## config.mk

```make
export PLATFORM = sky130hd
export DESIGN_NAME = seq_divider
export DESIGN_NICKNAME = d
export VERILOG_FILES = /design/src/rtl/seq_divider_pkg.sv /design/src/rtl/seq_divider_step.sv /design/src/rtl/seq_divider.sv
export SDC_FILE = /design/constraint.sdc
export NUM_CORES = 1
export LEC_CHECK = 0
export CAP_MARGIN = 0
export CORE_MARGIN = 2
export CORE_UTILIZATION = 35
export CTS_CLUSTER_DIAMETER = 80
export CTS_CLUSTER_SIZE = 30
export DETAILED_ROUTE_END_ITERATION = 12
export GPL_TIMING_DRIVEN = 0
export PLACE_DENSITY = 0.57
export RECOVER_POWER = 50
export SYNTH_ARGS = -nofsm -noshare
export SYNTH_HDL_FRONTEND = slang
export SYNTH_SLANG_ARGS = --single-unit
```

## constraint.sdc

```tcl
create_clock -name clock -period 5.11 [get_ports clock]
set_clock_uncertainty 0.2 [all_clocks]
set_input_delay 1.022 -clock clock [delete_from_list [all_inputs] [get_ports clock]]
set_output_delay 1.022 -clock clock [all_outputs]
set_load 0.1 [all_outputs]
```

## src/rtl/seq_divider_pkg.sv

```systemverilog
// Shared types and helpers for the sequential restoring divider.
package seq_divider_pkg;

    typedef enum logic [2:0] {
        IDLE,
        SETUP,
        ITERATE,
        FIXUP,
        DONE
    } state_t;

    // Number of bits needed to hold values 0 .. value-1.
    function automatic int clog2(input int value);
        int result;
        result = 0;
        for (int i = 0; i < 31; i++) begin
            if ((1 << i) < value) begin
                result = i + 1;
            end
        end
        return result;
    endfunction

endpackage

```

## src/rtl/seq_divider_step.sv

```systemverilog
// One restoring-division step: shift a dividend bit into the accumulator and trial-subtract.
module seq_divider_step
    import seq_divider_pkg::*;
#(
    parameter int DIVISOR_WIDTH = 8
) (
    input  logic [DIVISOR_WIDTH:0]   i_acc,
    input  logic                     i_bit,
    input  logic [DIVISOR_WIDTH-1:0] i_dmag,
    output logic [DIVISOR_WIDTH:0]   o_acc,
    output logic                     o_q_bit
);

    // One guard bit above the shifted accumulator keeps the trial subtraction free of wrap-around.
    logic [DIVISOR_WIDTH+1:0] w_shifted;
    logic [DIVISOR_WIDTH+1:0] w_diff;
    logic [DIVISOR_WIDTH+1:0] w_pick;

    assign w_shifted = {i_acc, i_bit};
    assign w_diff    = w_shifted - {2'b00, i_dmag};
    assign o_q_bit   = (w_shifted >= {2'b00, i_dmag});
    assign w_pick    = o_q_bit ? w_diff : w_shifted;
    assign o_acc     = (DIVISOR_WIDTH + 1)'(w_pick);

endmodule

```

## src/rtl/seq_divider.sv

```systemverilog
// Iterative signed/unsigned divider with valid/ready handshakes, one quotient bit per cycle.
// Optional SEQ_DIVIDER_EARLY_EXIT_EN: finish in SETUP when |dividend| < |divisor|.
module seq_divider
    import seq_divider_pkg::*;
#(
    parameter int DIVIDEND_WIDTH = 16,
    parameter int DIVISOR_WIDTH  = 8
) (
    input  logic                      clock,
    input  logic                      reset,
    input  logic                      in_valid,
    output logic                      in_ready,
    input  logic                      in_signed,
    input  logic [DIVIDEND_WIDTH-1:0] dividend,
    input  logic [DIVISOR_WIDTH-1:0]  divisor,
    output logic                      out_valid,
    input  logic                      out_ready,
    output logic [DIVIDEND_WIDTH-1:0] quotient,
    output logic [DIVISOR_WIDTH-1:0]  remainder,
    output logic                      div_by_zero,
    output logic                      overflow
);

    localparam int DW    = DIVIDEND_WIDTH;
    localparam int VW    = DIVISOR_WIDTH;
    localparam int CNT_W = clog2(DW + 1);
    localparam int CMP_W = (DW > VW) ? DW : VW;

    state_t          r_state;
    logic            r_in_ready;
    logic            r_out_valid;
    logic            r_signed;
    logic [DW-1:0]   r_dividend;
    logic [VW-1:0]   r_divisor;
    logic [VW:0]     r_acc;
    logic [DW-1:0]   r_shift;
    logic [VW-1:0]   r_dmag;
    logic [CNT_W-1:0] r_cnt;
    logic            r_neg_q;
    logic            r_neg_r;
    logic [DW-1:0]   r_quotient;
    logic [VW-1:0]   r_remainder;
    logic            r_div_by_zero;
    logic            r_overflow;

    logic            w_dvd_neg;
    logic            w_dsr_neg;
    logic [DW-1:0]   w_dvd_mag;
    logic [VW-1:0]   w_dsr_mag;
    logic            w_dsr_zero;
    logic            w_ovf;
    logic [VW-1:0]   w_zext_rem;
    logic [VW:0]     w_acc_next;
    logic            w_q_bit;

    // Sign bits only count as signs in signed mode.
    assign w_dvd_neg  = r_signed & r_dividend[DW-1];
    assign w_dsr_neg  = r_signed & r_divisor[VW-1];
    assign w_dvd_mag  = w_dvd_neg ? -r_dividend : r_dividend;
    assign w_dsr_mag  = w_dsr_neg ? -r_divisor : r_divisor;
    assign w_dsr_zero = (r_divisor == '0);
    assign w_ovf      = r_signed && (r_dividend == {1'b1, {(DW-1){1'b0}}}) && (r_divisor == '1);

    generate
        if (DW >= VW) begin : g_zext_trunc
            assign w_zext_rem = r_dividend[VW-1:0];
        end else begin : g_zext_pad
            assign w_zext_rem = {{(VW-DW){1'b0}}, r_dividend};
        end
    endgenerate

`ifdef SEQ_DIVIDER_EARLY_EXIT_EN
    logic            w_early;
    logic [VW-1:0]   w_sext_rem;
    logic [VW-1:0]   w_early_rem;

    generate
        if (DW >= VW) begin : g_sext_trunc
            assign w_sext_rem = r_dividend[VW-1:0];
        end else begin : g_sext_pad
            assign w_sext_rem = {{(VW-DW){r_dividend[DW-1]}}, r_dividend};
        end
    endgenerate

    assign w_early     = (CMP_W'(w_dvd_mag) < CMP_W'(w_dsr_mag));
    assign w_early_rem = r_signed ? w_sext_rem : w_zext_rem;
`endif

    seq_divider_step #(
        .DIVISOR_WIDTH(VW)
    ) u_step (
        .i_acc  (r_acc),
        .i_bit  (r_shift[DW-1]),
        .i_dmag (r_dmag),
        .o_acc  (w_acc_next),
        .o_q_bit(w_q_bit)
    );

    // Special cases preload r_shift/r_acc with the final result and pass through FIXUP with
    // negation disabled, so every result is published by the same FIXUP->DONE transfer.
    // NOTE: datapath registers are reset too, so outputs read 0 after reset rather than X.
    always_ff @(posedge clock or posedge reset) begin
        if (reset) begin
            r_state       <= IDLE;
            r_in_ready    <= 1'b1;
            r_out_valid   <= 1'b0;
            r_signed      <= 1'b0;
            r_dividend    <= '0;
            r_divisor     <= '0;
            r_acc         <= '0;
            r_shift       <= '0;
            r_dmag        <= '0;
            r_cnt         <= '0;
            r_neg_q       <= 1'b0;
            r_neg_r       <= 1'b0;
            r_quotient    <= '0;
            r_remainder   <= '0;
            r_div_by_zero <= 1'b0;
            r_overflow    <= 1'b0;
        end else begin
            // NOTE: every register here uses <=, so all reads in this block see pre-edge values.
            case (r_state)
                IDLE: begin
                    if (in_valid) begin
                        r_signed      <= in_signed;
                        r_dividend    <= dividend;
                        r_divisor     <= divisor;
                        r_div_by_zero <= 1'b0;
                        r_overflow    <= 1'b0;
                        r_in_ready    <= 1'b0;
                        r_state       <= SETUP;
                    end
                end

                SETUP: begin
                    r_neg_q <= w_dvd_neg ^ w_dsr_neg;
                    r_neg_r <= w_dvd_neg;
                    r_acc   <= '0;
                    r_shift <= w_dvd_mag;
                    r_dmag  <= w_dsr_mag;
                    r_cnt   <= CNT_W'(DW);
                    r_state <= ITERATE;
                    if (w_dsr_zero) begin
                        r_neg_q       <= 1'b0;
                        r_neg_r       <= 1'b0;
                        r_shift       <= '1;
                        r_acc         <= {1'b0, w_zext_rem};
                        r_div_by_zero <= 1'b1;
                        r_state       <= FIXUP;
                    end else if (w_ovf) begin
                        r_neg_q    <= 1'b0;
                        r_neg_r    <= 1'b0;
                        r_shift    <= {1'b1, {(DW-1){1'b0}}};
                        r_acc      <= '0;
                        r_overflow <= 1'b1;
                        r_state    <= FIXUP;
                    end
`ifdef SEQ_DIVIDER_EARLY_EXIT_EN
                    else if (w_early) begin
                        r_neg_q <= 1'b0;
                        r_neg_r <= 1'b0;
                        r_shift <= '0;
                        r_acc   <= {1'b0, w_early_rem};
                        r_state <= FIXUP;
                    end
`endif
                end

                ITERATE: begin
                    r_acc   <= w_acc_next;
                    r_shift <= {r_shift[DW-2:0], w_q_bit};
                    r_cnt   <= r_cnt - 1'b1;
                    if (r_cnt == CNT_W'(1)) begin
                        r_state <= FIXUP;
                    end
                end

                FIXUP: begin
                    r_quotient  <= r_neg_q ? -r_shift : r_shift;
                    r_remainder <= r_neg_r ? -r_acc[VW-1:0] : r_acc[VW-1:0];
                    r_out_valid <= 1'b1;
                    r_state     <= DONE;
                end

                DONE: begin
                    if (out_ready) begin
                        r_out_valid <= 1'b0;
                        r_in_ready  <= 1'b1;
                        r_state     <= IDLE;
                    end
                end

                default: begin
                    r_state <= IDLE;
                end
            endcase
        end
    end

    assign in_ready    = r_in_ready;
    assign out_valid   = r_out_valid;
    assign quotient    = r_quotient;
    assign remainder   = r_remainder;
    assign div_by_zero = r_div_by_zero;
    assign overflow    = r_overflow;

endmodule

```

==> metrics.yaml, run 1 <==
synth:
  synthCells: 571
  synth-compound-area-share: 0.1728
  yosysWarnings: 0
  synth_seq_cells: 96
  synth_top_family_by_area: "compound AO/OA/AOI/OAI gates"
  synth_edf_count: 0
  synth-simple-area-share: 0.1719
  ys_async_sr_fraction: 1.000
  synth_area_per_cell_um2: 9.396
  ys_types: 59
  synth_mux_area_frac: 0.05690
  synthAdderAreaFrac: 0.03871
  netlist_area_um2: 5365
  synth_ff_type: "dfrtp_1"
  yosysSeqAreaShare: 0.4480
  synth-xor-area-share: 0.06693
  synth_fp_nets: 616
grt:
  track_usage: 0.1708
  grt-ovfl-total: 0
  grt_pass1_vias: 4311
  grt_pass1_wl_mm: 21.96
  antenna_found_initial: 0
  grt_max_degree: 68
die:
  core.rowCount: 45
  die_width_um: 127.8
  core_um2: 15090
  num_io_pins: 57
  initial_utilization: 0.3556
  die_area_um2: 16340
  fp.dieH_um: 127.8
setup_path:
  worstSetupPathType: "reg2out"
  cpPeakStageDelay_ns: 1.13
  cp_top_family: "buffers and inverters"
  reg2reg_depth: 10
  critPathCapture: "in_ready"
  crit_buf_inv: 1
  cp_data_arrival_time_ns: 2.03
  end_kind: "output pin"
  startpoint_type: "register"
  cpMaxStageDelayCell: "clkdlybuf4s50_1"
  path_depth: 1
  rrSetupSlack_ns: 1.96
  reg2reg_to: "r_acc[2]"
  r2r-start: "r_shift[15]"
  required_ns: 3.89
  cp-startpoint: "in_ready"
  crit_path_max_fanout: 3
  cp_cell_sequence: "clkdlybuf4s50_1"
clock_network:
  h-tree-depth: 3
  root_buffer: "clkbuf_16"
  clk_pin_slew_ns: 0.06
  tritoncts: "built"
  post_cts_buffers: 0
  cts_made_buffers: 9
  postCtsHoldBufs: 0
  cts_sinks: 96
  clockBufferDepth: 2
  clock_latency_ns: 0.35
  ctsResizeCount: 0
timing:
  maxSlewViolCount: 0
  tightest_slew_ns: 1.412
  timing.fmax_mhz: 307.4
  relSlewSlack: 0.05349
  grt_setup_unrepaired: "no"
  setup-violations-final: 0
  timing.final.crit_share: 0.6365
  hold_ws_ns: 0.2756
  period_minus_slack_ns: 3.253
  hold_viol: 0
routing:
  wire_per_inst_um: 15.93
  drc: 0
  routed_wirelength_mm: 13.25
  drtIter0Drc: 271
  ant_nets: 0
  dr_total_vias: 4398
  drt_pass1_iterations: 5
  avgViaCountPerCell: 5.286
place:
  place_congestion: 0.9126
  portBuffers: 56
  dp_hpwl_mm: 10.20
  dpl_cell_area_um2: 6191
finish:
  multiInputGateArea_um2: 2721
  final_area_um2: 6465
  fin_util: 0.4284
  area_growth_pct: 20.50
  final_nets: 684
  layout-drive-gt1-share: 0.09783
  seq_area_um2: 2404
  num-fill-cells: 1502
  diodes: 0
hold_path:
  hp-class: "reg2reg"
  holdCritStartpoint: "remainder[5]"
  hold_path_depth: 2
run:
  drv_cap: 0
status:
  status: "finished clean"
cells in the mapped netlist (all sizes together) (2+ instances only):
| cell type | count | share of area |
|---|---|---|
| xnor2 | 15 | 0.024 |
| nand4 | 4 | 0.0047 |
| clkbuf | 19 | 0.013 |
| nor4 | 7 | 0.015 |
| ha | 15 | 0.035 |
| or3b | 4 | 0.0065 |
| or4 | 8 | 0.015 |
| buf | 12 | 0.010 |
| o31ai | 11 | 0.018 |
| inv | 30 | 0.021 |
| or3 | 4 | 0.0047 |
| nor3 | 5 | 0.0047 |
| mux2i | 8 | 0.015 |
| and3 | 8 | 0.0093 |
| mux2 | 20 | 0.042 |
| nor3b | 4 | 0.0056 |
| xor2 | 26 | 0.042 |
| o21a | 2 | 0.0028 |
| dfrtp | 95 | 0.44 |
| a311oi | 2 | 0.0044 |
| and4 | 3 | 0.0049 |
| nand3b | 2 | 0.0028 |
| a31oi | 10 | 0.012 |
| or2 | 5 | 0.0058 |
| a21oi | 32 | 0.030 |
| a211oi | 4 | 0.0056 |
| o41ai | 4 | 0.0093 |
| nor2b | 4 | 0.0047 |
| nor2 | 39 | 0.027 |
| a22oi | 2 | 0.0028 |
| nand3 | 8 | 0.0075 |
| o21ai | 67 | 0.063 |
| o22ai | 6 | 0.0070 |
| a311o | 4 | 0.0075 |
| nand2 | 69 | 0.048 |
cell families (layout without fill, tap and decap cells):
| kind of cell | Yosys count | in the layout |
|---|---|---|
| flip-flops | 96 | 96 |
| AO/OA/AOI/OAI | 151 | 151 |
| multiplexers | 28 | 28 |
| buffers and inverters | 61 | 134 |
| XOR/XNOR | 41 | 41 |
| adder cells (fa/ha/maj) | 16 | 16 |
| AND/OR/NAND/NOR | 178 | 178 |
layout by cell type (no fill, tap or decap), types with 6 or more instances in the layout:
cell,count
xor2_1,26
a31oi_1,10
o31ai_1,10
mux2i_1,8
clkdlybuf4s50_1,53
and3_1,8
clkbuf_16,9
o22ai_1,6
nor2_1,39
nand3_1,8
inv_1,29
ha_1,15
buf_2,7
clkbuf_1,24
xnor2_1,15
mux2_2,20
a21oi_1,32
o21ai_0,62
dfrtp_1,95
nand2_1,69
cell type report:
| cell class | count | area share |
|---|---|---|
| multi-input cells | 414 | 0.4209 |
| flip-flops and latches | 96 | 0.3718 |
| repair buffers | 57 | 0.09096 |
| clock buffers | 13 | 0.04026 |
| well taps | 188 | 0.03638 |
| plain buffers | 31 | 0.01935 |
| inverters | 30 | 0.01761 |
| clock inverters | 3 | 0.002710 |
registers in the layout (all words and copies together), names as in the netlist:
signal,count
r_state,3
in_ready,1
r_acc,9
r_dmag,8
quotient,16
r_divisor,8
r_shift,16
r_signed,1
r_cnt,5
r_dividend,16
overflow,1
div_by_zero,1
r_neg_q,1
out_valid,1
remainder,8
r_neg_r,1
through the flow:
step	TNS (ns)	setup slack (ns)	cells
CTS	0	1.843	832
global route	0	1.684	832
floorplan	0	1.384	571
finish	0	1.857	832
global placement	-10.26	-0.1165	815
detailed placement	0	1.851	816
layer usage:
layer  up-vias  global-route usage  part of all wire
li1       2155                   -                 -
met3        12             0.04466             0.055
met4         0             0.05107             0.016
met1      2090              0.2381              0.49
met2       141              0.2617              0.44
met5         -                   0                 0
how the worst min path moves through the flow:
stage / endpoint / slack, ns
final: remainder[5] / 0.28
after global routing: quotient[0] / 0.30
after CTS: quotient[3] / 0.29
after detailed placement: quotient[3] / 0.27
after global placement: remainder[5] / 0.26
after floorplan: r_dmag[1] / 0.25
Power of run 1 is left out: the tool's default activity adds up to more than one toggle a clock period on the data nets, which glitch-free logic cannot reach.
==> run 2, diff against run 1 <==
==> constraint.sdc (replaced) <==
create_clock -name clock -period 3 [get_ports clock]
set_clock_uncertainty 0.2 [all_clocks]
set_input_delay 0.6 -clock clock [delete_from_list [all_inputs] [get_ports clock]]
set_output_delay 0.6 -clock clock [all_outputs]
set_load 0.1 [all_outputs]
==> run 2 against run 1 <==
Critical path depth is the same. Global-route usage rose by 0.33 points. Worst setup slack lost 1.7 ns. Cell area up 0.15%.
==> metrics.yaml, run 2 (synthesis gave the netlist of run 1 again) <==
die:
  die_width_um: 127.8
  die_area_um2: 16340
  initial_utilization: 0.3556
  num_io_pins: 57
  core_um2: 15090
  fp.dieH_um: 127.8
  core.rowCount: 45
finish:
  layout_common_cells: "dfrtp_1, nand2_1, o21ai_0"
  layout-drive-gt1-share: 0.1068
  diodes: 0
  layout_commonest_cell: "dfrtp_1"
  final_nets: 686
  area_growth_pct: 20.69
setup_path:
  path_depth: 1
  r2r-start: "r_shift[15]"
  crit_path_max_fanout: 3
  crit_buf_inv: 1
  cp_top_family: "buffers and inverters"
  startpoint_type: "register"
  cp-startpoint: "in_ready"
  reg2reg_depth: 10
  worstSetupPathType: "reg2out"
  cp_cell_sequence: "clkdlybuf4s50_1"
  cp_data_arrival_time_ns: 2.03
  cpPeakStageDelay_ns: 1.13
  required_ns: 2.20
  cpMaxStageDelayCell: "clkdlybuf4s50_1"
  end_kind: "output pin"
  rrSetupSlack_ns: 0.18
place:
  place_congestion: 0.9169
  dp_hpwl_mm: 10.42
  portBuffers: 56
timing:
  maxSlewViolCount: 0
  setup-violations-final: 0
  tightest_slew_ns: 1.039
  grt_setup_unrepaired: "no"
  timing.fmax_mhz: 353.1
  relSlewSlack: 0.3071
  hold_viol: 0
  timing.final.crit_share: 0.9441
  hold_ws_ns: 0.2757
  period_minus_slack_ns: 2.832
hold_path:
  hp-class: "reg2reg"
  holdCritStartpoint: "remainder[5]"
  hold_path_depth: 2
routing:
  drtIter0Drc: 253
  ant_nets: 0
  avgViaCountPerCell: 5.240
  dr_total_vias: 4370
  wire_per_inst_um: 15.96
  drt_pass1_iterations: 4
  routed_wirelength_mm: 13.31
  drc: 0
grt:
  grt_pass1_vias: 4375
  grt_pass1_wl_mm: 22.51
  track_usage: 0.1742
  antenna_found_initial: 0
  grt-ovfl-total: 0
  grt_max_degree: 44
clock_network:
  clockBufferDepth: 2
  tritoncts: "built"
  root_buffer: "clkbuf_16"
  cts_sinks: 96
  clk_pin_slew_ns: 0.07
  cts_made_buffers: 9
  h-tree-depth: 3
  clock_latency_ns: 0.35
run:
  drv_cap: 0
status:
  status: "finished clean"
## run 2: path summary, 6_finish.rpt
kind / to
worst max-delay path: in_ready
worst min-delay path: remainder[5]
worst max register to register: r_acc[0]
worst min register to register: remainder[5]
max in group asynchronous: quotient[5]
min in group asynchronous: r_dividend[8]
## run 2: repair_timing
item                                    in CTS  in global routing
pin swaps                                    0                  2
resized for setup                            2                  1
buffers inserted                             0                  1
hold buffers                                 0                  0
endpoints found under the setup margin       6                  7
## run 2: cell type report
type,instances,area [um2]
Buffer,31,130.1
Sequential cell,96,2404
Clock inverter,6,58.81
Multi-Input combinational cell,414,2726
Timing Repair Buffer,59,578.1
Clock buffer,10,229.0
Fill cell,1546,8615
Inverter,30,113.9
Tap cell,188,235.2
## run 2: through the flow
step	cells	setup TNS (ns)	cell area, um2	utilization	worst slack [ns]
3_3_place_gp	815	-0.3882	6165	0.4085	-0.08973
3_5_place_dp	817	-0.3436	6205	0.4112	-0.08121
5_1_grt	834	0	6475	0.4291	0.005442
4_1_cts	833	0	6500	0.4308	0.04948
2_1_floorplan	571	0	5369	-	0.2873
6_report	834	0	6475	0.4291	0.1676
## run 2: layer usage
layer | GRT usage | up-vias | wire length (um)
li1 | - | 2158 | -
met1 | 0.2404 | 2073 | 6449
met2 | 0.2765 | 122 | 5889
met3 | 0.03798 | 17 | 745
met4 | 0.04977 | 0 | 224
met5 | 0 | - | 0
Power of run 2 is left out for the same reason.
==> run 3, diff against run 2 <==
==> constraint.sdc (replaced) <==
create_clock -name clock -period 3 [get_ports clock]
set_clock_uncertainty 0.2 [all_clocks]
set_input_delay 0.45 -clock clock [delete_from_list [all_inputs] [get_ports clock]]
set_output_delay 0.45 -clock clock [all_outputs]
set_load 0.1 [all_outputs]
==> results of run 3 <==
Same layout as run 2 (identical final DEF). Status: finished clean.
Main changes from that run: setup slack after layout 0.1676 ns -> 0.1836 ns; start point of the critical path in_ready -> r_shift[15]; end point of the critical path in_ready -> r_acc[0]
Power of run 3 is left out for the same reason.
